### src/rtl/bcd_subtractor.sv
// Digit-serial BCD subtractor: |a - b| in sign-magnitude, one digit per cycle,
// least significant digit first, with a ten's-complement pass for negative results.
module bcd_subtractor #(
    parameter int DIGITS = 4
) (
    input  logic                  clk,
    input  logic                  reset,
    input  logic                  in_valid,
    output logic                  in_ready,
    input  logic [4*DIGITS-1:0]   a,
    input  logic [4*DIGITS-1:0]   b,
    output logic                  out_valid,
    input  logic                  out_ready,
    output logic [4*DIGITS-1:0]   diff,
    output logic                  negative,
    output logic                  error
);

    localparam int IDX_W = (DIGITS > 1) ? $clog2(DIGITS) : 1;

    typedef enum logic [1:0] {
        IDLE = 2'd0,
        SUB  = 2'd1,
        NEG  = 2'd2,
        DONE = 2'd3
    } state_t;

    // One digit step: returns {borrow_out, digit}.
    function automatic logic [4:0] sub_digit(input logic [3:0] m, input logic [3:0] s,
                                             input logic bin);
        logic [4:0] t;
        t = {1'b0, m} - {1'b0, s} - {4'b0000, bin};
        if (t[4]) begin
            sub_digit = {1'b1, t[3:0] + 4'd10};
        end else begin
            sub_digit = {1'b0, t[3:0]};
        end
    endfunction

    function automatic logic has_bad_nibble(input logic [4*DIGITS-1:0] x);
        logic bad;
        bad = 1'b0;
        for (int i = 0; i < DIGITS; i++) begin
            if (x[4*i +: 4] > 4'd9) begin
                bad = 1'b1;
            end else begin
                bad = bad;
            end
        end
        has_bad_nibble = bad;
    endfunction

    state_t               state_q, state_d;
    logic [4*DIGITS-1:0]  a_q, a_d, b_q, b_d, res_q, res_d;
    logic [IDX_W-1:0]     idx_q, idx_d;
    logic                 borrow_q, borrow_d;
    logic                 neg_q, neg_d;
    logic                 err_q, err_d;
    logic                 in_ready_q, in_ready_d;
    logic                 out_valid_q, out_valid_d;
    logic [3:0]           min_s, sub_s;
    logic [4:0]           dig_s;
    logic                 last_s;

    // Operand selection for the shared digit step (NEG negates the stored result).
    always_comb begin
        min_s  = a_q[{idx_q, 2'b00} +: 4];
        sub_s  = b_q[{idx_q, 2'b00} +: 4];
        if (state_q == NEG) begin
            min_s = 4'd0;
            sub_s = res_q[{idx_q, 2'b00} +: 4];
        end else begin
            min_s = min_s;
            sub_s = sub_s;
        end
        dig_s  = sub_digit(min_s, sub_s, borrow_q);
        last_s = (idx_q == IDX_W'(DIGITS - 1));
    end

    // Next-state and datapath update.
    always_comb begin
        state_d  = state_q;
        a_d      = a_q;
        b_d      = b_q;
        res_d    = res_q;
        idx_d    = idx_q;
        borrow_d = borrow_q;
        neg_d    = neg_q;
        err_d    = err_q;
        case (state_q)
            IDLE: begin
                if (in_valid && in_ready_q) begin
                    a_d      = a;
                    b_d      = b;
                    res_d    = '0;
                    idx_d    = '0;
                    borrow_d = 1'b0;
                    neg_d    = 1'b0;
                    if (has_bad_nibble(a) || has_bad_nibble(b)) begin
                        err_d   = 1'b1;
                        state_d = DONE;
                    end else begin
                        err_d   = 1'b0;
                        state_d = SUB;
                    end
                end else begin
                    state_d = IDLE;
                end
            end
            SUB, NEG: begin
                res_d[{idx_q, 2'b00} +: 4] = dig_s[3:0];
                if (last_s) begin
                    idx_d    = '0;
                    borrow_d = 1'b0;
                    // A final borrow in SUB means a < b: negate via a second pass.
                    if (state_q == SUB && dig_s[4]) begin
                        neg_d   = 1'b1;
                        state_d = NEG;
                    end else begin
                        state_d = DONE;
                    end
                end else begin
                    idx_d    = idx_q + IDX_W'(1);
                    borrow_d = dig_s[4];
                end
            end
            DONE: begin
                if (out_ready) begin
                    state_d = IDLE;
                end else begin
                    state_d = DONE;
                end
            end
            default: begin
                state_d = IDLE;
            end
        endcase
        in_ready_d  = (state_d == IDLE);
        out_valid_d = (state_d == DONE);
    end

    // State and output registers with synchronous reset.
    always_ff @(posedge clk) begin
        if (reset) begin
            state_q     <= IDLE;
            a_q         <= '0;
            b_q         <= '0;
            res_q       <= '0;
            idx_q       <= '0;
            borrow_q    <= 1'b0;
            neg_q       <= 1'b0;
            err_q       <= 1'b0;
            in_ready_q  <= 1'b1;
            out_valid_q <= 1'b0;
        end else begin
            state_q     <= state_d;
            a_q         <= a_d;
            b_q         <= b_d;
            res_q       <= res_d;
            idx_q       <= idx_d;
            borrow_q    <= borrow_d;
            neg_q       <= neg_d;
            err_q       <= err_d;
            in_ready_q  <= in_ready_d;
            out_valid_q <= out_valid_d;
        end
    end

    assign in_ready  = in_ready_q;
    assign out_valid = out_valid_q;
    assign diff      = res_q;
    assign negative  = neg_q;
    assign error     = err_q;

endmodule

### config.mk
export PLATFORM = sky130hd
export DESIGN_NAME = bcd_subtractor
export DESIGN_NICKNAME = d
export VERILOG_FILES = /design/src/rtl/bcd_subtractor.sv
export SDC_FILE = /design/constraint.sdc
export NUM_CORES = 1
export LEC_CHECK = 0
export CORE_AREA = 2 2 79 81
export CTS_BUF_LIST = sky130_fd_sc_hd__clkbuf_8 sky130_fd_sc_hd__clkbuf_16
export DETAILED_ROUTE_END_ITERATION = 8
export DIE_AREA = 0 0 81 83
export GPL_ROUTABILITY_DRIVEN = 0
export PLACE_DENSITY = 0.85
export RECOVER_POWER = 100
export SETUP_SLACK_MARGIN = 0.3
export SYNTH_ARGS = -nofsm -noshare
export SYNTH_HDL_FRONTEND = slang
export SYNTH_SLANG_ARGS = --single-unit
### constraint.sdc
create_clock -name clk -period 4.35 [get_ports clk]
set_clock_uncertainty 0.1 [all_clocks]
set_input_delay 0.87 -clock clk [delete_from_list [all_inputs] [get_ports clk]]
set_output_delay 0.87 -clock clk [all_outputs]
set_load 0.03 [all_outputs]
## Word-level counts from Yosys, hierarchy flattened

Index checks and enable logic that the tools add are counted.

| word-level totals | value |
|---|---|
| RAM bits | 0 |
| bits in registers | 57 |
| word-level logic and storage cells | 80 |
| bits of input ports | 36 |
| memories | 0 |
| bits in read-only memories | 0 |
| bits in latches | 0 |

| operators by class | value |
|---|---|
| shifts and indexed selects | 5 |
| div/mod/pow operators | 0 |
| eq/ne operators | 8 |
| order comparisons | 8 |
| bitwise logic cells | 0 |
| add/sub/neg operators | 5 |
| multipliers | 0 |
| multiplexer cells | 34 |
| reductions and logical operators | 10 |

Operators with widths:

| operator | count |
|---|---|
| variable part select 16 x 5 -> 4 bit | 3 |
| > comparator 4 bit, second input constant | 8 |
| case mux 16 bit (2 select lines) | 1 |
| two-way mux 1 bit | 18 |
| bitwise mux 16 bit | 1 |
| two-way mux 16 bit | 1 |
| variable shift 4 x 6 -> 16 bit, first input constant | 1 |
| variable part select 4 x 6 -> 16 bit | 1 |
| two-way mux 2 bit | 6 |
| equality test 2 bit, second input constant | 4 |
| two-way mux 4 bit | 2 |
| inequality test 2 bit, second input constant | 3 |
| negation 4 -> 6 bit | 1 |
| case mux 2 bit (3 select lines) | 1 |
| two-way mux 5 bit | 1 |
| subtractor 4 x 4 -> 5 bit | 1 |
| subtractor 5 x 1 -> 5 bit | 1 |
| adder 4 bit, second input constant | 1 |
| zero test 2 bit | 2 |
| case mux 1 bit (2 select lines) | 2 |
| case mux 2 bit (2 select lines) | 1 |
| AND reduction 2 bit | 2 |
| AND reduction 4 bit | 1 |
| adder 2 x 1 -> 2 bit, second input constant | 1 |
| other kinds (5) | 6 |

## Longest topological paths before layout

| depth | value |
|---|---|
| word-level depth | 12 |
| depth in mapped cells | 14 |
| gate-level depth less buffers | 13 |

## Worst setup path after synthesis

OpenSTA, ideal clock, no wires.

| timing path | value |
|---|---|
| kind | register to register |
| start point | register idx_q[0] |
| end point | register res_q[10] (netlist: diff[10]) |
| stages on the path, launching flop included | 13 |
| library setup time | 0.117 ns |
| slack | 0.728 ns |
| path buffers | 2 |
| data arrival time | 3.405 ns |
| period minus slack after synthesis | 3.622 ns |
| required time | 4.133 ns |
| path through | dfxtp_1 buf_2 buf_2 mux4_2 nand2_1 nand2_1 fa_1 fa_1 a21boi_1 or3_1 and2_1 mux2_2 a22o_1 |

| on the way | value |
|---|---|
| word-level cells in the longest chain between the ends | 9 |
| elaborated cells between the ends (all ways) | 14 |

RTL lines:

| what | RTL line | source |
|---|---|---|
| from (decl) | 55 | `logic [IDX_W-1:0] idx_q, idx_d;` |
| from (signal assigned) | 160 | `idx_q <= idx_d;` |
| variable part select 16 x 5 -> 4 bit (on tied branches) | 67, 68, 71 |  |
| two-way mux 4 bit | 69 | `if (state_q == NEG) begin` |
| subtractor 4 x 4 -> 5 bit | 32 | `t = {1'b0, m} - {1'b0, s} - {4'b0000, bin};` |
| subtractor 5 x 1 -> 5 bit | 32 |  |
| adder 4 bit | 34 | `sub_digit = {1'b1, t[3:0] + 4'd10};` |
| two-way mux 5 bit | 33 | `if (t[4]) begin` |
| variable part select 4 x 6 -> 16 bit | 111 | `res_d[{idx_q, 2'b00} +: 4] = dig_s[3:0];` |
| bitwise mux 16 bit (*) | 111 |  |
| case mux 16 bit (2 select lines) (*) | 90 | `case (state_q)` |
| to (signal assigned) | 159 | `res_q <= res_d;` |
| to (decl) | 54 | `logic [4*DIGITS-1:0] a_q, a_d, b_q, b_d, res_q, res_d;` |

Mark *: on every way between the ends. The rest lies on a longest branch, timed or not.
A chain may end at the register's enable or synchronous reset.

## Final worst setup path

| timing path | value |
|---|---|
| start point | register state_q[0] |
| end point | register res_q[2] (netlist: diff[2]) |

| on the way | value |
|---|---|
| word-level cells in the longest chain between the ends | 9 |
| elaborated cells between the ends (all ways) | 16 |

RTL lines:

| what | RTL line | source |
|---|---|---|
| from (decl) | 53 | `state_t state_q, state_d;` |
| from (signal assigned) | 156 | `state_q <= state_d;` |
| equality test 2 bit | 69, 90 |  |
| two-way mux 4 bit | 69 |  |
| subtractor 4 x 4 -> 5 bit | 32 |  |
| subtractor 5 x 1 -> 5 bit | 32 |  |
| adder 4 bit | 34 |  |
| two-way mux 5 bit | 33 |  |
| variable part select 4 x 6 -> 16 bit | 111 |  |
| bitwise mux 16 bit | 111 |  |
| case mux 16 bit (2 select lines) | 90 |  |

Parallel ways exist; a longest one is shown, timed or not.

==> impl_metrics.toml <==
[cells_and_area]
fin_area_um2 = 3650
layout.cells.non_filler = 460
fillCellCount = 525
n_antenna_cell = 0
drive_gt1_share_pct = 9.09
num-nets-final = 431
syn_to_final_growth_pct = 27.6
fin_util_pct = 62.8

[synthesis]
ys_types = 43
synth_edf_count = 0
synth.avg_cell_area_um2 = 8.75
yosysWarnings = 0
syn-cell-area_um2 = 2860
yosysSeqAreaShare_pct = 39.9
synth_cells = 327
syn-num-nets = 378
netlist.area_leader.share_pct = 39.9
synthFlopType = "dfxtp_1"
ys_seq_elements = 57
synth_area_leaders = "dfxtp_1 40%, nand2_1 11%, mux4_2 9.4%"
async_flop_share_pct = 0
yosysTopAreaCell = "dfxtp_1"

[global_routing]
grt_usage_pct = 23.1
grt_overflow = 0
antenna_found_initial = 0
grt_max_degree = 37
first_global_vias = 2523
grt_pass1_wl_mm = 11.7

[power_and_ir_drop]
p_int_mw = 1.01
leakagePower_nw = 1.40
totalPowerFinal_mw = 1.48
irDropWorstVdd_mv = 0.245
power.share.switching_pct = 32.0
power.density_nw_per_um2 = 406
p_seq_share_pct = 39.6
p_comb_share_pct = 26.5
p_sw_mw = 0.474
p_clk_share_pct = 33.9

[place]
post_dp_cell_area_um2 = 3460
detailedPlace.worstSlack_ns = 0.635
dp_cells = 444
portBuffers = 55
dp_hpwl_mm = 5.24

[routing]
top_layer = "met4"
vias = 2554
avgRoutedWirePerCell_um = 15.6
routed-wl-met3_um = 462
wl_met2_mm = 3.47
via_per_inst = 5.55
initialDrtViolationCount = 175
drc_errors = 0
drtPass1Iterations = 4
wl_mm = 7.18
wl_met1_mm = 3.04
ant_nets = 0

[timing]
final_hold_viol_count = 0
rsz0062_at_grt = "false"
max_freq_mhz = 259
finalSetupTns_ns = 0
worstMarginPinSlew_ns = 1.52
maxSlewViolCount = 37
setup_viol = 0
fin_crit_sh_pct = 88.7
period_minus_slack_ns = 3.86
hold_slack_ns = 0.358
slew_headroom_pct = -1.06
setup_slack_ns = 0.493

[hold_path]
hp-class = "reg -> reg"

[setup_path]
cp-start-kind = "register"
cp_data_arrival_time_ns = 3.99
crit_type = "reg -> reg"
endpoint_kind = "register"
cp.required_ns = 4.48
critPathMaxFanout = 14

[cts]
post_cts_buffers = 0
clk_latency_ns = 0.35
clock_sinks = 57
clk_path_buf_depth = 2
hold_buffers = 0
h-tree-depth = 3
clk_pin_slew_ns = 0.07
numCtsBuffers = 9
cts_tree = "built"
root_buffer = "clkbuf_8"
cts_resized = 0

[floorplanning]
top_level_ports = 56
die_h_um = 83
start_util_pct = 49.2
num_rows = 28
die_area_um2 = 6720
die_w_um = 81
core_area_um2 = 5820

[job]
max_cap_violations = 1

[status]
status = "finished with violations"
violations = "max-capacitance violations, max-slew violations"
placed cells by master, fill, tap and decap left out, types with 4 or more instances in the layout:
cell	n
a22o_1	12
inv_1	10
clkbuf_8	10
o21a_1	4
a21oi_1	38
clkdlybuf4s50_1	32
nor2_1	11
nand2b_1	11
nand2_1	81
dlygate4sd3_1	23
ha_1	13
mux4_2	12
nand3_1	4
o21ai_0	14
dfxtp_1	57
nor2b_1	4
logic make-up after synthesis:
kind of cell | count (synthesis) | share of synthesized area, %
AOI/OAI and AO/OA | 79 | 16.7
xor gates and xnor gates | 5 | 1.53
DFF | 57 | 39.9
adders and majority gates | 15 | 7.08
muxes | 15 | 10.5
and+or+nand+nor | 127 | 20.0
buffers and inverters | 29 | 4.24
final cells by class:
cell class                 count  area, um^2  area share, %
sequential                    57        1140           31.2
clock buffer                  10         138           3.77
inverter                      12        45.0           1.23
clock inverter                 6        66.3           1.82
tap                           75        93.8           2.57
multi-input combinational    241        1600           43.7
timing repair buffer          59         573           15.7
power by group through the flow:
stage          sequential, mW  combinational (mW)  clock (mW)
2_1_floorplan           0.601               0.281           0
3_3_place_gp            0.598               0.388           0
3_5_place_dp            0.599               0.399           0
4_1_cts                 0.588               0.403       0.508
5_1_grt                 0.592               0.436       0.533
6_report                0.587               0.392       0.503
final timing paths:
kind         cells after the start                   end                  start  slack [ns]
max                             12  diff[2]$_SDFFE_PP0P_  state_q[0]$_SDFF_PP0_        0.49
min reg2reg                      2   a_q[2]$_SDFFE_PP0P_    a_q[2]$_SDFFE_PP0P_        0.36
min                              2   a_q[2]$_SDFFE_PP0P_    a_q[2]$_SDFFE_PP0P_        0.36
max reg2reg                     12  diff[2]$_SDFFE_PP0P_  state_q[0]$_SDFF_PP0_        0.49
per-layer routing:
metal  global-route usage [%]  vias to the layer above
met3                     6.52                       17
met5                        0                        -
li1                         -                     1239
met1                     28.8                     1203
met4                     12.6                        0
met2                     35.7                       95
flip-flops by register name, summed over array words and instances (netlist names):
signal and count:
out_valid 1, state_q 2, in_ready 1, negative 1, idx_q 2, borrow_q 1
error 1, a_q 16, b_q 16, diff 16
synth_stat cells (3+ instances only):
library cell  instances
buf_1                 3
a21oi_1              38
a22o_1               12
mux4_2               12
dfxtp_1              57
inv_1                10
a21boi_1              3
o21ai_1               5
clkbuf_1              9
nand2_1              81
o21ai_0              10
buf_2                 4
ha_1                 13
nor2b_1               4
nand2b_1             11
o21a_1                4
nand3_1               4
nand3b_1              3
xnor2_1               3
nor2_1               11
worst max-delay path, stage by stage, from the launching register on:
cell,delay [ns]
dfxtp_1,0.33
inv_1,0.10
ha_1,0.49
mux4_2,0.39
nand2_1,0.08
nand2_1,0.08
fa_1,0.45
fa_1,0.46
a21boi_0,0.24
or3_1,0.15
and2_0,0.24
mux2_1,0.41
a22o_1,0.22
(Power assumes the default switching activity.)
==> edit (config.mk and constraints unchanged) <==
Re-encode `state_t` (4 states) as Gray code, 2 bits wide.
--- a/src/rtl/bcd_subtractor.sv
+++ b/src/rtl/bcd_subtractor.sv
@@ -21,6 +21,6 @@
     typedef enum logic [1:0] {
-        IDLE = 2'd0,
-        SUB  = 2'd1,
-        NEG  = 2'd2,
-        DONE = 2'd3
+        IDLE = 2'b00,
+        SUB  = 2'b01,
+        NEG  = 2'b11,
+        DONE = 2'b10
     } state_t;
Check against the original RTL: no difference found for any inputs over 10 cycles, from zero or initial values and one cycle with reset high; not proved beyond that.
==> edit against the unedited design <==
  * Utilization decreased by 1.9 points
  * Sequential cell count unchanged
  * Power decreased by 11%
  * Setup slack improved by 0.061 ns
  * Final area decreased by 3.0%
  * Synthesized area decreased by 3.2%
  * Wire length decreased by 2.8%
  * Global-route usage decreased by 0.61 points
  * Critical path type unchanged
==> edit: results (changes against the unedited design) <==
Parameter                              Value

Outcome
  Result of the run    finished clean

Global route
  Wire length of the first global-routing pass    11500 µm (-1.7%)
  GRT Overall Usage    22.5% (-0.61 points)
  Initial antenna violation count    0 (unchanged)
  Largest net degree at the start of global routing    48 (+30%)
  Vias in the first global route    2469 (-2.1%)

Clocking
  CTS clk-pin slew, worst paths    0.06 ns
  Clock latency reported for the late side of the worst-skew pair    0.34 ns
  CTS Buf Count    9 (unchanged)
  Clock buffer depth    2 (unchanged)
  Cts repair resizes    0 (unchanged)
  Buffer type at the clock tree root    clkbuf_8
  Number of buffers inserted by post-CTS setup repair    0 (unchanged)
  Maximum level of the CTS H-tree    3 (unchanged)

Power
  P_leak    1.35 nW (-3.5%)
  Peak supply drop    0.248 mV (+1.1%)

Placed design
  Sum of net half-perimeters after detailed placement    5230 µm (about the same)
  Pre-CTS worst setup slack    0.657 ns (+0.0222 ns)
  Area post-placement    3360 µm² (-2.8%)
  Number of buffer cells added on primary ports    55 (unchanged)
  Post-Place Cells    443 (-0.23%)

Route
  Routed Wire Length    6980 µm (-2.8%)
  DR pass1 iterations    5 (+1)
  Number of vias per cell    5.51 (-0.80%)
  DRT iter0 DRCs    276 (+58%)
  DRC violations left    0 (unchanged)

Synth
  Multiplexer area fraction after synthesis    10.5% (-0.054 points)
  Seq/Total Area, Yosys    41.2% (+1.3 points)
  Yosys warns    0 (unchanged)
  Cells after Synth    327 (unchanged)
  Post-synthesis net count    374 (-1.1%)
  Xor and xnor fraction of the mapped netlist area    1.81% (+0.28 points)
  Post-Synth Adder-Cell Area    5.51% (-1.6 points)
  Synth area leaders    dfxtp_1, nand2_1, mux4_2
  Ys async rst share    0% (unchanged)
  Commonest cells in the synthesized netlist    nand2_1, dfxtp_1, a21oi_1
  Predominant post-synthesis flop cell    dfxtp_1
  Number of distinct library cells after synthesis    42 (-2.3%)
  Post-synthesis compound-gate area fraction    15.1% (-1.7 points)

Layout
  Ratio of cells with drive above 1 in the final layout    8.59% (-0.50 points)
  Number of filler instances in the final layout    533 (+1.5%)
  Final Instance Count excl. Fillers    459 (-0.22%)
  Final net count    426 (-1.2%)
  Antenna diodes    0 (unchanged)

Critical path
  Maximum fanout along the worst path    13 (-1)
  Arrival time at the worst endpoint    3.90 ns (-0.09 ns)

Timing
  Actual slew at the worst max-slew pin    1.24 ns (-0.275 ns)

Worst hold path
  Worst min path class    reg -> reg
-- edit: cell types whose count changed in the layout (fill, tap and decap cells not counted), moves of 4 or more --
cell | unedited run | this run
nand2b_1 | 11 | 2
o21ai_0 | 14 | 21
nor2_1 | 11 | 15
o21a_1 | 4 | 0
a31oi_1 | 0 | 5
ha_1 | 13 | 9
nor2b_1 | 4 | 0
nand2_1 | 81 | 98
a21oi_1 | 38 | 42
a22o_1 | 12 | 0
-- edit: report_power, final --
group	total, mW	internal [mW]	switching, mW
Sequential	0.568	0.550	0.0175
Combinational	0.239	0.104	0.136
Clock	0.508	0.306	0.202
-- edit: path summary, 6_finish.rpt --
path	slack, ns	start	endpoint	cells past startpoint
min	0.36	a_q[2]$_SDFFE_PP0P_	a_q[2]$_SDFFE_PP0P_	2
max	0.55	idx_q[0]$_SDFFE_PP0P_	diff[10]$_SDFFE_PP0P_	11
max reg2reg	0.55	idx_q[0]$_SDFFE_PP0P_	diff[10]$_SDFFE_PP0P_	11
min reg2reg	0.36	a_q[2]$_SDFFE_PP0P_	a_q[2]$_SDFFE_PP0P_	2
-- edit: layout make-up --
class	count	area (µm²)	share of cell area (%)
flip-flops and latches	57	1140	32.2
well taps	75	93.8	2.65
clock inverters	4	42.5	1.20
repair buffers	59	581	16.4
clock buffers	12	165	4.66
multi-input cells	244	1490	42.1
inverters	8	30.0	0.847
-- edit: critical path, cell delays in order (launching register included) --
cell,delay (ns)
dfxtp_1,0.62
buf_4,0.31
mux4_2,0.52
nand2_1,0.10
fa_1,0.19
inv_1,0.07
fa_1,0.43
nand2b_2,0.22
a21oi_1,0.29
xnor2_1,0.30
mux2i_1,0.37
o21ai_0,0.14
-- edit: metal layers --
layer,part of all wire (%),wire [µm],vias up,GRT usage (%)
li1,-,-,1239,-
met1,42,2920,1155,28.7
met2,47,3310,112,35.2
met3,6.9,484,22,5.65
met4,3.9,269,0,11.1
met5,0,0,-,0
-- edit: cell families after synthesis --
family	Yosys count
mux	14
flops	57
simple gates	139
compound gates	76
buf+inv	26
fa+ha+maj	11
xor+xnor	4
